## config.mk

```make
export PLATFORM = sky130hd
export DESIGN_NAME = prog_loader_flat
export DESIGN_NICKNAME = d
export VERILOG_FILES = /design/src/rtl/prog_loader_pkg.sv /design/src/rtl/prog_loader_if.sv /design/src/rtl/prog_loader_byte_packer.sv /design/src/rtl/prog_loader.sv /design/src/flat_wrapper.sv
export SDC_FILE = /design/constraint.sdc
export NUM_CORES = 1
export LEC_CHECK = 0
export ABC_AREA = 1
export BUFFER_PORTS_ARGS = -buffer_cell sky130_fd_sc_hd__buf_4
export CORE_MARGIN = 1
export CORE_UTILIZATION = 50
export DETAILED_ROUTE_END_ITERATION = 10
export PLACE_DENSITY = 0.84
export SYNTH_ARGS = -nofsm -noshare
export SYNTH_HDL_FRONTEND = slang
export SYNTH_HIERARCHICAL = 1
export SYNTH_SLANG_ARGS = --single-unit
```

## constraint.sdc

```tcl
create_clock -name clk -period 4.05 [get_ports clk]
set_clock_uncertainty 0.05 [all_clocks]
set_input_delay 0.6075 -clock clk [delete_from_list [all_inputs] [get_ports clk]]
set_output_delay 0.6075 -clock clk [all_outputs]
set_load 0.02 [all_outputs]
```

## src/rtl/prog_loader_pkg.sv

```systemverilog
// Shared types and helpers for the program-memory loader.
package prog_loader_pkg;

   localparam int BYTE_W = 8;

   typedef enum logic [1:0] {
      IDLE  = 2'd0,
      LOAD  = 2'd1,
      WRITE = 2'd2,
      DONE  = 2'd3
   } state_e;

   function automatic int bytes_per_word(input int bits_data);
      return bits_data / BYTE_W;
   endfunction

endpackage

```

## src/rtl/prog_loader_if.sv

```systemverilog
// Host byte link plus program-RAM write port, seen from the loader (slave) and the host/RAM side (master).
interface prog_loader_if #(
   parameter int BITS_DATA = 32,
   parameter int BITS_ADDR = 5
);
   logic [7:0]           byte_in;
   logic                 byte_valid;
   logic                 byte_last;
   logic                 byte_ready;
   logic                 we;
   logic [BITS_ADDR-1:0] waddr;
   logic [BITS_DATA-1:0] wdata;

   modport master (
      output byte_in, byte_valid, byte_last,
      input  byte_ready, we, waddr, wdata
   );

   modport slave (
      input  byte_in, byte_valid, byte_last,
      output byte_ready, we, waddr, wdata
   );
endinterface

```

## src/rtl/prog_loader_byte_packer.sv

```systemverilog
// Big-endian byte packer: each loaded byte fills the next slot down from the MSB;
// a clear empties the word, so bytes never loaded read back as zero.
module byte_packer
   import prog_loader_pkg::*;
#(
   parameter int BITS_DATA = 32
) (
   input  logic                 clk,
   input  logic                 rst_n,
   input  logic                 i_clear,
   input  logic                 i_load,
   input  logic [BYTE_W-1:0]    i_byte,
   output logic                 o_last_slot,
   output logic [BITS_DATA-1:0] o_word
);

   localparam int BYTES = bytes_per_word(BITS_DATA);
   localparam int PTR_W = (BYTES > 1) ? $clog2(BYTES) : 1;

   logic [PTR_W-1:0]     r_ptr;
   logic [BITS_DATA-1:0] r_word;

   // NOTE: reset is synchronous, so it is just the highest-priority branch of the
   // clocked block; all state uses <= so every register sees pre-edge values.
   always_ff @(posedge clk) begin
      if (!rst_n || i_clear) begin
         r_ptr  <= '0;
         r_word <= '0;
      end else if (i_load) begin
         for (int k = 0; k < BYTES; k++) begin
            if (r_ptr == PTR_W'(k)) begin
               r_word[BITS_DATA-1-BYTE_W*k -: BYTE_W] <= i_byte;
            end
         end
         r_ptr <= r_ptr + 1'b1;
      end
   end

   assign o_last_slot = (r_ptr == PTR_W'(BYTES - 1));
   assign o_word      = r_word;

endmodule

```

## src/rtl/prog_loader.sv

```systemverilog
// Program-memory loader: packs a byte stream into words written from address 0 upward,
// holding the CPU in reset meanwhile. Define PROG_LOADER_CHECKSUM_EN for a mod-256 byte checksum.
module prog_loader
   import prog_loader_pkg::*;
#(
   parameter int BITS_DATA = 32,
   parameter int BITS_ADDR = 5
) (
   input  logic               clk,
   input  logic               rst_n,
   input  logic               start,
   prog_loader_if.slave       bus,
   output logic               cpu_hold,
   output logic               busy,
   output logic               done,
   output logic               overflow,
   output logic [BITS_ADDR:0] word_count
`ifdef PROG_LOADER_CHECKSUM_EN
   ,
   output logic [7:0]         checksum
`endif
);

   localparam logic [BITS_ADDR-1:0] ADDR_MAX = '1;

   state_e               r_state;
   logic [BITS_ADDR-1:0] r_addr;
   logic                 r_byte_ready;
   logic                 r_we;
   logic                 r_last_seen;
   logic                 r_cpu_hold;
   logic                 r_busy;
   logic                 r_done;
   logic                 r_overflow;
   logic [BITS_ADDR:0]   r_word_count;

   logic                 w_accept;
   logic                 w_start_session;
   logic                 w_last_slot;
   logic                 w_word_end;
   logic                 w_clear;
   logic [BITS_DATA-1:0] w_word;

   // byte_ready is only ever high in LOAD, so this also gates acceptance by state.
   assign w_accept        = bus.byte_valid && r_byte_ready;
   assign w_start_session = start && ((r_state == IDLE) || (r_state == DONE));
   assign w_word_end      = w_accept && (bus.byte_last || w_last_slot);
   assign w_clear         = w_start_session || (r_state == WRITE);

   byte_packer #(
      .BITS_DATA (BITS_DATA)
   ) u_packer (
      .clk         (clk),
      .rst_n       (rst_n),
      .i_clear     (w_clear),
      .i_load      (w_accept),
      .i_byte      (bus.byte_in),
      .o_last_slot (w_last_slot),
      .o_word      (w_word)
   );

   always_ff @(posedge clk) begin
      if (!rst_n) begin
         r_state      <= IDLE;
         r_addr       <= '0;
         r_byte_ready <= 1'b0;
         r_we         <= 1'b0;
         r_last_seen  <= 1'b0;
         r_cpu_hold   <= 1'b1;
         r_busy       <= 1'b0;
         r_done       <= 1'b0;
         r_overflow   <= 1'b0;
         r_word_count <= '0;
      end else if (w_start_session) begin
         r_state      <= LOAD;
         r_addr       <= '0;
         r_byte_ready <= 1'b1;
         r_last_seen  <= 1'b0;
         r_cpu_hold   <= 1'b1;
         r_busy       <= 1'b1;
         r_done       <= 1'b0;
         r_overflow   <= 1'b0;
         r_word_count <= '0;
      end else begin
         unique case (r_state)
            LOAD: begin
               if (w_word_end) begin
                  r_state      <= WRITE;
                  r_byte_ready <= 1'b0;
                  r_we         <= 1'b1;
                  r_last_seen  <= bus.byte_last;
               end
            end
            WRITE: begin
               r_we         <= 1'b0;
               r_word_count <= r_word_count + 1'b1;
               // The top address ends the session rather than wrapping onto word 0.
               if (r_last_seen || (r_addr == ADDR_MAX)) begin
                  r_state    <= DONE;
                  r_busy     <= 1'b0;
                  r_done     <= 1'b1;
                  r_cpu_hold <= 1'b0;
                  r_overflow <= !r_last_seen;
               end else begin
                  r_addr       <= r_addr + 1'b1;
                  r_state      <= LOAD;
                  r_byte_ready <= 1'b1;
               end
            end
            default: begin
            end
         endcase
      end
   end

`ifdef PROG_LOADER_CHECKSUM_EN
   logic [7:0] r_checksum;

   always_ff @(posedge clk) begin
      if (!rst_n || w_start_session) begin
         r_checksum <= '0;
      end else if (w_accept) begin
         r_checksum <= r_checksum + bus.byte_in;
      end
   end

   assign checksum = r_checksum;
`endif

   assign bus.byte_ready = r_byte_ready;
   assign bus.we         = r_we;
   assign bus.waddr      = r_addr;
   assign bus.wdata      = w_word;
   assign cpu_hold       = r_cpu_hold;
   assign busy           = r_busy;
   assign done           = r_done;
   assign overflow       = r_overflow;
   assign word_count     = r_word_count;

endmodule
```

## src/flat_wrapper.sv

```systemverilog
// flat-port wrapper written by rule: the top's interface ports become plain ports
module prog_loader_flat import prog_loader_pkg::*;
#(
   parameter int BITS_DATA = 32,
   parameter int BITS_ADDR = 5
)
  (clk, rst_n, start, cpu_hold, busy, done, overflow, word_count, bus_byte_in, bus_byte_valid, bus_byte_last, bus_byte_ready, bus_we, bus_waddr, bus_wdata);
  prog_loader_if #(.BITS_DATA(BITS_DATA), .BITS_ADDR(BITS_ADDR)) bus_i ();
  input  logic clk;
  input  logic rst_n;
  input  logic start;
  output logic cpu_hold;
  output logic busy;
  output logic done;
  output logic overflow;
  output logic [BITS_ADDR:0] word_count;
  input wire logic [$bits(bus_i.byte_in)-1:0] bus_byte_in;
  input wire logic [$bits(bus_i.byte_valid)-1:0] bus_byte_valid;
  input wire logic [$bits(bus_i.byte_last)-1:0] bus_byte_last;
  output wire logic [$bits(bus_i.byte_ready)-1:0] bus_byte_ready;
  output wire logic [$bits(bus_i.we)-1:0] bus_we;
  output wire logic [$bits(bus_i.waddr)-1:0] bus_waddr;
  output wire logic [$bits(bus_i.wdata)-1:0] bus_wdata;
  assign bus_i.byte_in = bus_byte_in;
  assign bus_i.byte_valid = bus_byte_valid;
  assign bus_i.byte_last = bus_byte_last;
  assign bus_byte_ready = bus_i.byte_ready;
  assign bus_we = bus_i.we;
  assign bus_waddr = bus_i.waddr;
  assign bus_wdata = bus_i.wdata;
  prog_loader #(.BITS_DATA(BITS_DATA), .BITS_ADDR(BITS_ADDR)) u_core (.clk(clk), .rst_n(rst_n), .start(start), .bus(bus_i), .cpu_hold(cpu_hold), .busy(busy), .done(done), .overflow(overflow), .word_count(word_count));
endmodule
```

After elaboration in Yosys (flattened, before gate mapping):

Index checks and enable logic that the tools add are counted.

* bits of input ports: 13
* output and inout port bits: 49
* bits in registers: 54

* add/subtract/negate cells: 3
* reduce and logical (&&, ||, !) cells: 29
* equality and inequality tests: 10
* multiplexer cells: 13
* bitwise gates (word level): 3

Operators by type and width (number)
* $reduce_and 2->1: 10
* $eq 2x2->1 const B: 4
* $mux 1: 8
* $add 6x1->6 const B: 1
* $reduce_and 3->1: 2
* $reduce_bool 2->1: 3
* $add 5x1->5 const B: 1
* $eq 5x5->1 const B: 1
* $logic_or 1x1->1: 5
* $eq 2x1->1 const B: 2
* $logic_not 2->1: 2
* $mux 2: 2
* $pmux 1 s2: 2
* $pmux 2 s2: 1
* $logic_and 1x1->1: 3
* $ne 3x1->1 const B: 1
* $ne 3x2->1 const B: 1
* $not 1->1: 3
* $reduce_bool 3->1: 1
* $add 2x1->2 const B: 1
* $logic_not 1->1: 2
* $ne 2x1->1 const B: 1
* $reduce_or 2->1: 1

Depth between registers and ports, before layout:

* depth after elaboration: 6
* mapped depth: 10

Cells and area by module:

The synthesis kept the hierarchy.

Modules (own cells, without submodules)
* byte_packer: seq. area each 680.7 µm², times used 1, cells each 222, area an instance 1452.6 µm²
* prog_loader: seq. area each 400.4 µm², times used 1, cells each 123, area an instance 969.7 µm²

Worst setup path before layout:

Ideal clock, no wire load.

* path type: register to register
* from: register u_core.r_addr[0] (netlist: u_core/bus.waddr[0])
* to: register u_core.r_state[1]
* stages on the path, launching flop included: 11
* setup slack: 2.518 ns
* data required time: 3.926 ns
* period minus slack after synthesis: 1.532 ns
* arrival time: 1.408 ns
* cells stage by stage: dfxtp_1 > ha_1 > nand2_1 > nor2_1 > ha_1 > nor2_2 > nand2_2 > inv_2 > nand2_1 > nand2_1 > a31oi_1

* longest elaborated chain between the ends: 4

RTL lines
* start, declared: line prog_loader.sv:27 `logic [BITS_ADDR-1:0] r_addr;`
* start signal, assigned: line prog_loader.sv:105 `r_addr <= r_addr + 1'b1;`
* $eq 5x5->1: line prog_loader.sv:98 `if (r_last_seen || (r_addr == ADDR_MAX)) begin`
* $logic_or 1x1->1: line prog_loader.sv:98
* $mux 2: line prog_loader.sv:98
* $pmux 2 s2: line prog_loader.sv:85 `unique case (r_state)`
* end signal, assigned: line prog_loader.sv:88 `r_state <= WRITE;`
* end signal, assigned: line prog_loader.sv:99 `r_state <= DONE;`
* end signal, assigned: line prog_loader.sv:106 `r_state <= LOAD;`
* end, declared: line prog_loader.sv:26 `state_e r_state;`

No other way between the ends.
A chain may end at the register's enable or synchronous reset.

Final worst setup path:

* from: register u_core.r_state[0]
* to: register u_core.u_packer.r_word[29] (netlist: u_core/u_packer/o_word[29])

* longest elaborated chain between the ends: 5

RTL lines
* start signal, assigned: line prog_loader.sv:64 `r_state <= IDLE;`
* start signal, assigned: line prog_loader.sv:75 `r_state <= LOAD;`
* start signal, assigned: line prog_loader.sv:88
* $eq 2x2->1 or $logic_not 2->1 (tied branches): line prog_loader.sv:46 `assign w_start_session = start && ((r_state == IDLE) || (r_state == DONE));`
* $logic_or 1x1->1: line prog_loader.sv:46
* $logic_and 1x1->1: line prog_loader.sv:46
* $logic_or 1x1->1 (*): line prog_loader.sv:48 `assign w_clear = w_start_session || (r_state == WRITE);`
* net u_core.w_clear: line prog_loader.sv:41 `logic w_clear;`
* $logic_or 1x1->1 (*): line prog_loader_byte_packer.sv:26 `if (!rst_n || i_clear) begin`
* end signal, assigned by index: line prog_loader_byte_packer.sv:32 `r_word[BITS_DATA-1-BYTE_W*k -: BYTE_W] <= i_byte;`
* end, declared: line prog_loader_byte_packer.sv:21 `logic [BITS_DATA-1:0] r_word;`

The timed path passes the listed nets; every way through them passes the cells marked *.

==> impl_metrics.tcl <==
set metrics [dict create \
    cp.required_ns 4.24 \
    dr_wl_met3_um 301 \
    max_slew_margin_pct 19.6 \
    htree_num_levels 2 \
    synth_largest_area_cell "dfxtp_1" \
    postPlaceCellArea_mm2 0.00288 \
    end_kind "flip-flop" \
    io_buffers 61 \
    finalMaxSlewViolations 0 \
    drive_above_1_share_pct 20.7 \
    antenna_found_initial 0 \
    drc 0 \
    syn-cell-area_mm2 0.00242 \
    wirelength_um 5260 \
    ys_top_cells_by_area "dfxtp_1 (45%), nand2_1 (15%), nor2_1 (12%), inv_1 (8.1%), ha_1 (5.2%)" \
    cp.arrival_ns 2.61 \
    cts_tree "yes" \
    grt_max_degree 33 \
    synth-main-ff-cell "dfxtp_1" \
    synthArstFlopShare_pct 0 \
    p_per_area_mw_per_mm2 340 \
    overflow 0 \
    die_area_mm2 0.00513 \
    ioPinCount 62 \
    layoutNonFillerInstCount 457 \
    m1WireLength_um 2360 \
    grt_pass1_wl_um 8840 \
    holdBufCountCts 0 \
    syn_area_per_cell_um2 7.02 \
    root_buffer "clkbuf_8" \
    rows 24 \
    dieWidth_um 71.6 \
    p_leak_uw 0.00160 \
    synth_common_cells "nand2_1 (96), nor2_1 (75), dfxtp_1 (54)" \
    ys_types 28 \
    path_max_fanout 32 \
    ant_nets 0 \
    synth_top_area_share_pct 44.6 \
    worst_pin_slew_ns 1.20 \
    syn_to_final_growth_pct 23.6 \
    die_h_um 71.6 \
    clk_latency_ns 0.30 \
    peakVddDrop_mv 0.190 \
    seq_area_frac_synth_pct 44.6 \
    vias_per_cell 4.75 \
    antennaDiodeCount 0 \
    clockBufferDepth 2 \
    fin_crit_ns 2.42 \
    post-route-period-util_pct 59.8 \
    min_path_type "flip-flop to flip-flop" \
    post_drt_wl_per_cell_um 11.5 \
    wl_met2_um 2570 \
    tns_ns 0 \
    fin_area_mm2 0.00299 \
    initial_utilization_pct 53.8 \
    grt_pass1_vias 2002 \
    vias 2171 \
    n_fill_cell 392 \
    max_cap_violations 0 \
    highest_layer "met4" \
    critPathKind "flip-flop to flip-flop" \
    synth_edf_count 0 \
    yosysWarnings 6 \
    routabilityCongestion 0.813 \
    cts_sinks 54 \
    post-route-util_pct 66.5 \
    hold-worst-slack_ns 0.410 \
    clk_pin_slew_ns 0.09 \
    grt_usage_pct 21.9 \
    postSynthCellCount 345 \
    cts.repair.resized 0 \
    final_nets 428 \
    dp.cells 450 \
    synth_most_common_cell "nand2_1" \
    rsz0062_at_grt "false" \
    cts_buffers 5 \
    clock.fmax_ghz 0.413 \
    start_kind "flip-flop" \
    synth_fp_nets 368 \
    hold_violations 0 \
    status "finished clean" \
    coreArea_mm2 0.00450 \
    drtIter0Drc 114 \
    postCtsSetupBuffers 0 \
    ys_ff_latch 54 \
    dp_hpwl_um 3710 \
    setup_violations 0 \
    drt_pass1_iterations 4 \
]
-- worst max-delay path, stage by stage, from the launching register on --
cell     delay (ns)
dfxtp_1        0.36
inv_1          0.07
ha_1           0.35
inv_1          0.17
nand2_1        0.12
nor2_2         0.94
nand2_1        0.15
nor2_1         0.14
-- power by group --
part	internal (uW)	switching, uW
Sequential	540	6.41
Clock	198	169
Combinational	35.9	67.0
Total	774	242
-- stage by stage --
step | power [uW] | setup WS, ns
floorplan | 626 | 2.52
global placement | 660 | 1.73
detailed placement | 662 | 1.66
CTS | 1020 | 1.64
global route | 1060 | 1.38
finish | 1020 | 1.63
-- logic make-up after synthesis --
group	count (synthesis)	share of synthesized area, %
AND/OR/NAND/NOR	190	32.3
buffers and inverters	64	11.4
XOR/XNOR	2	0.723
adder cells (fa/ha/maj)	10	5.17
AO/OA/AOI/OAI	25	5.79
flip-flops	54	44.6
-- layer usage --
metal	GRT usage, %	up-vias
li1	-	1137
met1	27.1	972
met2	38.3	60
met3	5.06	2
met4	6.10	0
met5	0	-
-- state kept, by name, summed over array words and instances (netlist names) --
signal                  count
u_core/u_packer/o_word     32
u_core/word_count           6
u_core/bus.waddr            5
u_core/r_state              2
u_core/u_packer/r_ptr       2
u_core/bus.byte_ready       1
u_core/bus.we               1
u_core/busy                 1
u_core/cpu_hold             1
u_core/done                 1
u_core/overflow             1
u_core/r_last_seen          1
-- cell usage in the layout (no fill, tap or decap), drive strengths merged --
cell type and n:
o21ai 7, dfxtp 54, nor3 2, inv 56
nand3 8, nor2 80, a21oi 15, nand2 99
buf 61, a211oi 1, clkbuf 6, ha 10
and3 1, a31oi 1, xor2 2, bufinv 1
o21a 1
-- worst paths after layout --
check	start	endpoint	slack [ns]	depth (start not counted)
setup / recovery	u_core/r_state[0]	u_core/u_packer/o_word[29]	1.63	7
hold / removal	u_core/cpu_hold	u_core/cpu_hold	0.41	2
setup reg to reg	u_core/r_state[0]	u_core/u_packer/o_word[29]	1.63	7
hold reg to reg	u_core/cpu_hold	u_core/cpu_hold	0.41	2
-- final cells by class --
type,instances,area [um^2],area share (%)
Multi-Input combinational cell,227,1060,35.6
Clock inverter,1,30.0,1.00
Sequential cell,54,1080,36.1
Clock buffer,6,82.6,2.76
Timing Repair Buffer,61,458,15.3
Tap cell,52,65.1,2.17
Inverter,56,213,7.10
Note: power is estimated with default switching activity, not from simulation.
